**config.mk**
```make
export PLATFORM = sky130hd
export DESIGN_NAME = mem_block_copier
export DESIGN_NICKNAME = d
export VERILOG_FILES = /design/src/rtl/mem_block_copier.sv
export SDC_FILE = /design/constraint.sdc
export NUM_CORES = 1
export LEC_CHECK = 0
export ABC_AREA = 1
export CORE_ASPECT_RATIO = 1.5
export CORE_UTILIZATION = 40
export CTS_CLUSTER_DIAMETER = 30
export DETAILED_ROUTE_END_ITERATION = 8
export DONT_BUFFER_PORTS = 1
export SYNTH_ARGS = -nofsm -noshare
export SYNTH_HDL_FRONTEND = slang
export SYNTH_SLANG_ARGS = --single-unit
export TNS_END_PERCENT = 1
```
**constraint.sdc**
```tcl
create_clock -name clk -period 2.1 [get_ports clk]
set_input_delay 0.105 -clock clk [delete_from_list [all_inputs] [get_ports clk]]
set_output_delay 0.105 -clock clk [all_outputs]
set_load 0.01 [all_outputs]
```
**src/rtl/mem_block_copier.sv**
```systemverilog
`default_nettype none
// ============================================================================
// Module      : mem_block_copier
// Description : Memory-side block copy engine for the 1K x 32 single-cycle
//               data memory. Copies LENGTH words from SRC to DST in ascending
//               order, one word per three cycles (read, capture, write).
//               Optional feature macro: MEM_BLOCK_COPIER_CHECKSUM_EN adds a
//               running modulo-2^DATA_W sum of every word read.
// Revision    : 1.0 - initial release
// ============================================================================
module mem_block_copier #(
  parameter int ADDR_W = 10,
  parameter int DATA_W = 32,
  parameter int LEN_W  = 11
) (
  input  logic              clk,
  input  logic              rst_n,
  input  logic              start,
  input  logic [ADDR_W-1:0] src_addr,
  input  logic [ADDR_W-1:0] dst_addr,
  input  logic [LEN_W-1:0]  length,
  output logic              busy,
  output logic              done,
  output logic [ADDR_W-1:0] mem_address,
  output logic [DATA_W-1:0] mem_writedata,
  output logic              mem_memread,
  output logic              mem_memwrite,
`ifdef MEM_BLOCK_COPIER_CHECKSUM_EN
  output logic [DATA_W-1:0] checksum,
`endif
  input  logic [DATA_W-1:0] mem_readdata
);

  // Largest legal copy: the whole memory.
  localparam logic [LEN_W-1:0] MAX_LEN = LEN_W'(1) << ADDR_W;

  typedef enum logic [2:0] {
    S_IDLE = 3'd0,
    S_RD   = 3'd1,
    S_CAP  = 3'd2,
    S_WR   = 3'd3,
    S_DONE = 3'd4
  } state_t;

  state_t            state;
  logic [ADDR_W-1:0] src_q;
  logic [ADDR_W-1:0] dst_q;
  logic [LEN_W-1:0]  len_q;
  logic [LEN_W-1:0]  idx;
  logic [LEN_W-1:0]  clamped_len;
  logic              last_word;

  // Oversized requests are clamped to a full-memory copy.
  always_comb begin
    clamped_len = (length > MAX_LEN) ? MAX_LEN : length;
    last_word   = (idx == (len_q - LEN_W'(1)));
  end

  // Copy sequencer; every output is a register updated one cycle ahead of
  // the state it belongs to. mem_writedata doubles as the word buffer: the
  // word captured in CAP is held there and presented during WR.
  always_ff @(posedge clk) begin
    if (!rst_n) begin
      state         <= S_IDLE;
      busy          <= 1'b0;
      done          <= 1'b0;
      mem_address   <= '0;
      mem_writedata <= '0;
      mem_memread   <= 1'b0;
      mem_memwrite  <= 1'b0;
      src_q         <= '0;
      dst_q         <= '0;
      len_q         <= '0;
      idx           <= '0;
`ifdef MEM_BLOCK_COPIER_CHECKSUM_EN
      checksum      <= '0;
`endif
    end else begin
      done <= 1'b0;
      case (state)
        S_IDLE: begin
          if (start) begin
            src_q <= src_addr;
            dst_q <= dst_addr;
            len_q <= clamped_len;
            idx   <= '0;
`ifdef MEM_BLOCK_COPIER_CHECKSUM_EN
            checksum <= '0;
`endif
            if (clamped_len == '0) begin
              // Nothing to move: report completion straight away.
              done  <= 1'b1;
              state <= S_DONE;
            end else begin
              busy        <= 1'b1;
              mem_address <= src_addr;
              mem_memread <= 1'b1;
              state       <= S_RD;
            end
          end
        end

        S_RD: begin
          mem_memread <= 1'b0;
          state       <= S_CAP;
        end

        S_CAP: begin
          mem_writedata <= mem_readdata;
          mem_address   <= dst_q + idx[ADDR_W-1:0];
          mem_memwrite  <= 1'b1;
`ifdef MEM_BLOCK_COPIER_CHECKSUM_EN
          checksum      <= checksum + mem_readdata;
`endif
          state         <= S_WR;
        end

        S_WR: begin
          mem_memwrite <= 1'b0;
          if (last_word) begin
            busy        <= 1'b0;
            done        <= 1'b1;
            mem_address <= '0;
            state       <= S_DONE;
          end else begin
            idx         <= idx + LEN_W'(1);
            // Address arithmetic wraps naturally at ADDR_W bits.
            mem_address <= src_q + idx[ADDR_W-1:0] + ADDR_W'(1);
            mem_memread <= 1'b1;
            state       <= S_RD;
          end
        end

        S_DONE: begin
          // start is not looked at here, so it cannot be accepted on the
          // same edge that returns the engine to IDLE.
          state <= S_IDLE;
        end

        default: begin
          state <= S_IDLE;
        end
      endcase
    end
  end

endmodule
`default_nettype wire

```
==> Yosys cells after proc, flatten, opt, wreduce, memory -nomap -nowiden <==
Cells that the tools add are included.
{ "word_totals": {"reg_bits": 91, "wordCells": 59, "output_inout_bits": 46} }
{ "classes": {"n_eq_ne": 8, "muxes": 23, "add_sub_neg": 5, "n_lt_le_gt_ge": 1, "n_reduce_logical": 11} }
{ "op_table": {"columns": ["cell", "count"], "rows": [
  ["11-bit two-way mux", 3],
  ["10-bit two-way mux", 3],
  ["10-bit one-hot mux with 3 select lines", 1],
  ["11-bit one-hot mux with 2 select lines", 1],
  ["10-bit adder", 2],
  ["3-bit one-hot mux with 4 select lines", 1],
  ["11-bit by 1-bit adder with 11-bit output (second input constant)", 1],
  ["11-bit equality test", 1],
  ["11-bit greater-than comparator (second input constant)", 1],
  ["11-bit zero test", 1],
  ["11-bit by 1-bit subtractor with 11-bit output (second input constant)", 1],
  ["10-bit by 1-bit adder with 10-bit output (second input constant)", 1],
  ["3-bit two-way mux", 3],
  ["2-bit != test (second input constant)", 4],
  ["4-bit AND reduction", 2],
  ["1-bit two-way mux", 7],
  ["3-bit by 2-bit equality test with 1-bit output (second input constant)", 2],
  ["1-bit one-hot mux with 2 select lines", 3],
  ["3-bit AND reduction", 2],
  ["3-bit nonzero test", 2],
  ["2-bit nonzero test", 2],
  ["3-bit by 1-bit equality test with 1-bit output (second input constant)", 1],
  ["3-bit zero test", 1],
  ["1-bit one-hot mux with 3 select lines", 1],
  ["2-bit AND reduction", 1]
]} }

==> Longest topological paths before layout <==
{ "logic_depth": {"depth_word": 6, "mapped_depth": 18, "depth_no_buf": 18} }

==> Worst setup path after synthesis <==
Ideal clock, no wire load.
{ "synth_path": {"path_type": "register -> register", "start": "register len_q[0]", "end": "register idx[6]", "setup_time_ns": 0.116, "arrival_time_ns": 1.815, "stages_incl_launch_ff": 17, "path_buffers": 1, "slack_ns": 0.170, "cell_sequence": "dfxtp_1 > inv_1 > ha_1 > inv_2 > nor2_4 > inv_2 > nor2_2 > nand3b_1 > nand2_1 > nand2_1 > nor2_2 > nand3_4 > nand2_4 > nand2_4 > buf_6 > a21oi_2 > nor2_1"} }
{ "synth_between": {"elab_chain_cells": 4} }
{ "synth_rtl": {"columns": ["item", "line_no", "source"], "rows": [
  ["from (decl)", "48", "logic [LEN_W-1:0] len_q;"],
  ["from (signal assigned)", "85", "len_q <= clamped_len;"],
  ["11-bit by 1-bit subtractor with 11-bit output", "56", "last_word = (idx == (len_q - LEN_W'(1)));"],
  ["11-bit equality test", "56", null],
  ["2-bit != test (no source line)", null, null],
  ["3-bit AND reduction (no source line)", null, null],
  ["to (signal assigned)", "126", "idx <= idx + LEN_W'(1);"],
  ["to (decl)", "49", "logic [LEN_W-1:0] idx;"]
]} }
No other way between the ends.
A chain may end at the register's enable or synchronous reset.

==> Worst setup path in the final report <==
{ "layout_path": {"start": "register len_q[5]", "end": "register mem_address[0]"} }
{ "layout_between": {"elab_chain_cells": 4} }
{ "layout_rtl": {"columns": ["item", "line_no", "source"], "rows": [
  ["11-bit by 1-bit subtractor with 11-bit output", "56", null],
  ["11-bit equality test", "56", null],
  ["10-bit two-way mux", "120", "if (last_word) begin"],
  ["10-bit one-hot mux with 3 select lines", "80", "case (state)"],
  ["to (signal assigned)", "96", "mem_address <= src_addr;"],
  ["to (signal assigned)", "110", "mem_address <= dst_q + idx[ADDR_W-1:0];"],
  ["to (signal assigned)", "128", "mem_address <= src_q + idx[ADDR_W-1:0] + ADDR_W'(1);"],
  ["to (decl)", "24", "output logic [ADDR_W-1:0] mem_address,"]
]} }
No other way between the ends.

==> summary.md <==
| Metric | Value |
|---|---|
| I/O Buffers | `0` |
| Psw | `1.730 mW` |
| IR drop worst, VDD | `0.4738 mV` |
| Startpoint Class | `flop` |
| Row cnt | `49` |
| Asr flop ratio synth | `0%` |
| Area leader, netlist | `dfxtp_1` |
| Worst path arrival time | `2330 ps` |
| Final slew viol count | `0` |
| Max incr delay on CP | `350 ps` |
| Via density | `5.199` |
| Hold WS | `4.630 ps` |
| Global Route met2 Usage | `48.07%` |
| Relative slew slack | `68.86%` |
| Met3 GRT Util | `5.464%` |
| Core area | `11960 µm²` |
| EDFF count, synth | `0` |
| Setup crit end kind | `flop` |
| Synth top area share | `37.17%` |
| Dpl hpwl | `10670 µm` |
| Worst Path Buf+Inv | `2` |
| Post-route DRC | `0` |
| CP top delay family | `simple AND/OR/NAND/NOR gates` |
| Seq pwr share | `43.4%` |
| Synthesized area per cell | `6.912 µm²` |
| First-pass GRT wire length | `23830 µm` |
| Status | `finished clean` |
| Die width | `92.38 µm` |
| Diodes inserted | `0` |
| WL final | `15270 µm` |
| Io pins | `112` |
| Die Ht | `137.6 µm` |
| Clock Skew | `7.978 ps` |
| Cells along the critical path | `nor2_1, nand2_4, nor2_4, nand2_1, nand3_1, nand3_2, nor2_2, nand3_4, nand2_4, clkinvlp_4, nand2_1, nand4_1, nand2_1, inv_1` |
| DIE AREA | `12710 µm²` |
| DR iter-0 viols | `263` |
| CP most frequent cell | `nand2_1` |
| Worst-margin pin slew | `465.9 ps` |
| GR Util All Layers | `24.45%` |
| Overflow after GRT | `0` |
| Wire per inst | `15.74 µm` |
| Most used DFF post-synth | `dfxtp_1` |
| Int Pwr | `3.254 mW` |
| Most frequent cells in the layout | `nand2_1 (161), nor2_1 (114), dfxtp_1 (85), dlygate4sd3_1 (64), o21ai_0 (53)` |
| FF+latch area | `1829 µm²` |
| Post-route ant nets | `0` |
| Nets | `900` |
| CP required | `2350 ps` |
| Layout cells sized above 1 | `15.79%` |
| Synth unique cells | `44` |
| Endpoints failing setup | `0` |
| Vias | `5043` |
| Worst-Skew Late Latency | `350 ps` |
| Fin. Hold Viols | `0` |
| Area growth from synthesis to layout | `31.63%` |
| GR Util met1 | `22.86%` |
| FF+latch count, synth | `91` |
| TritonCTS clock tree | `yes` |
| H-tree Lvls | `3` |
| Setup TNS | `0 ps` |
| Maximum clock path buffer count | `2` |
| Vias in the first global route | `5072` |
| Clock slew seen by the registers of the worst setup and hold paths | `70 ps` |
| Synth area leaders | `dfxtp_1 (37%), nand2_1 (12%), nor2_1 (8.9%)` |
| Largest net degree at the start of global routing | `46` |
| Initial antenna violation count | `0` |
| Seq/Total Area, Yosys | `37.17%` |
| Syn_nets | `797` |
| CP Class | `flop to flop` |
| Sw Share | `34.72%` |
| Worst-path maximum fanout | `7` |
| Initial Util | `40.99%` |
| DR pass1 iterations | `4` |
| Max-cap violation count | `0` |
| Clock sink count | `91` |
| Most used routing layer | `met2` |
| Commonest non-fill, non-tap cell in the layout | `nand2_1` |
| CTS root buf | `clkbuf_16` |
| Synthesized area | `4901 µm²` |
| Leak | `2.833 nW` |
| Yosys warnings | `0` |
| Combinational Power Share | `24.6%` |
| RSZ-0062 raised after global routing | `true` |
| Slowest cell on the critical path | `dfxtp_1` |
| Routability Congestion | `0.8712` |
| Mapped Cells | `709` |
| Tmin final | `2076 ps` |
| Tcrit/Tclk final | `98.84%` |
| Worst hold path type | `primary input to flop` |
| Power Density | `772.5 nW/µm²` |
| TritonCTS Buffers | `9` |
| Filler Cell Count | `1159` |
| Area of the multi-input gates | `2828 µm²` |
| Clk pwr share | `32.0%` |
| Max Freq | `481.8 MHz` |
## worst paths after layout
check	startpoint	to	slack (ps)	cells after the start
max	len_q[5]	mem_address[0]	20	14
min	start	done	5	2
max reg2reg	len_q[5]	mem_address[0]	20	14
min reg2reg	src_q[0]	src_q[0]	480	2
## state kept, by name, summed over array words and instances, names as in the netlist, 3 cells and up
register,flops
mem_writedata,32
mem_address,10
state,3
idx,11
dst_q,10
src_q,10
len_q,11
## Yosys cell counts, types with 2 or more instances
master	n
ha_1	20
buf_2	4
inv_2	7
dfxtp_1	91
nand2_4	3
fa_1	2
a21oi_1	57
nor2_4	5
nand3b_1	4
nor2_1	116
nand3_1	37
nand4_1	11
inv_1	54
o21ai_0	56
nor3_1	8
o21a_1	2
nor2_2	4
clkbuf_1	19
a21oi_2	3
xor2_1	10
a21o_1	3
nand2_1	162
xnor2_1	10
## worst register-to-register path: stages, from the launching register on
cell        delay (ps)
dfxtp_1            350
nor2_1             200
nand2_4             90
nor2_4             140
nand2_1             80
nand3_1            110
nand3_2             90
nor2_2             160
nand3_4            130
nand2_4            130
clkinvlp_4         160
nand2_1             90
nand4_1            120
nand2_1             90
inv_1               40
## layout make-up
cell class / instances / share of cell area (%)
Timing Repair Buffer: 117 / 16.54
Inverter: 63 / 3.763
Tap cell: 153 / 2.967
Multi-Input combinational cell: 530 / 43.83
Clock buffer: 9 / 3.491
Clock inverter: 7 / 1.047
Sequential cell: 91 / 28.36
## repair_timing
item | CTS | global route
buffers inserted | 0 | 3
setup endpoints to repair | 10 | 23
endpoints found under the hold margin | 68 | 0
gates resized for setup | 6 | 32
pin swaps | 2 | 6
hold buffers | 65 | 0
## power groups by stage
stage	logic [mW]	clock network (mW)	registers, mW
3_3_place_gp	1.03	0	2.19
4_1_cts	1.18	1.63	2.16
5_1_grt	1.38	1.70	2.19
2_1_floorplan	0.793	0	2.14
6_report	1.23	1.60	2.16
3_5_place_dp	1.05	0	2.19
## through the flow
stage	instances	worst slack (ps)	util (%)	power, mW	cell area (µm²)
after CTS	967	-30.94	52.98	4.967	6334
after global placement	886	-60.91	44.91	3.216	5369
after floorplan	709	169.5	-	2.936	4901
after detailed placement	886	-49.69	44.91	3.247	5369
final	970	24.37	53.96	4.984	6451
after global routing	970	-136.2	53.96	5.267	6451
## cell families after synthesis
group | count (synthesis) | synth area share [%]
flip-flops | 91 | 37.17
AND/OR/NAND/NOR | 357 | 31.71
buffers and inverters | 88 | 7.020
AO/OA/AOI/OAI | 131 | 14.60
adder cells (fa/ha/maj) | 22 | 5.923
XOR/XNOR | 20 | 3.574
## routing by layer
metal,routed length [µm],share of wire (%),vias up
li1,-,-,2504
met1,5509,36,2334
met2,8324,55,154
met3,822,5.4,51
met4,614,4.0,0
met5,0,0,-
Note: power is estimated with default switching activity, not from simulation.
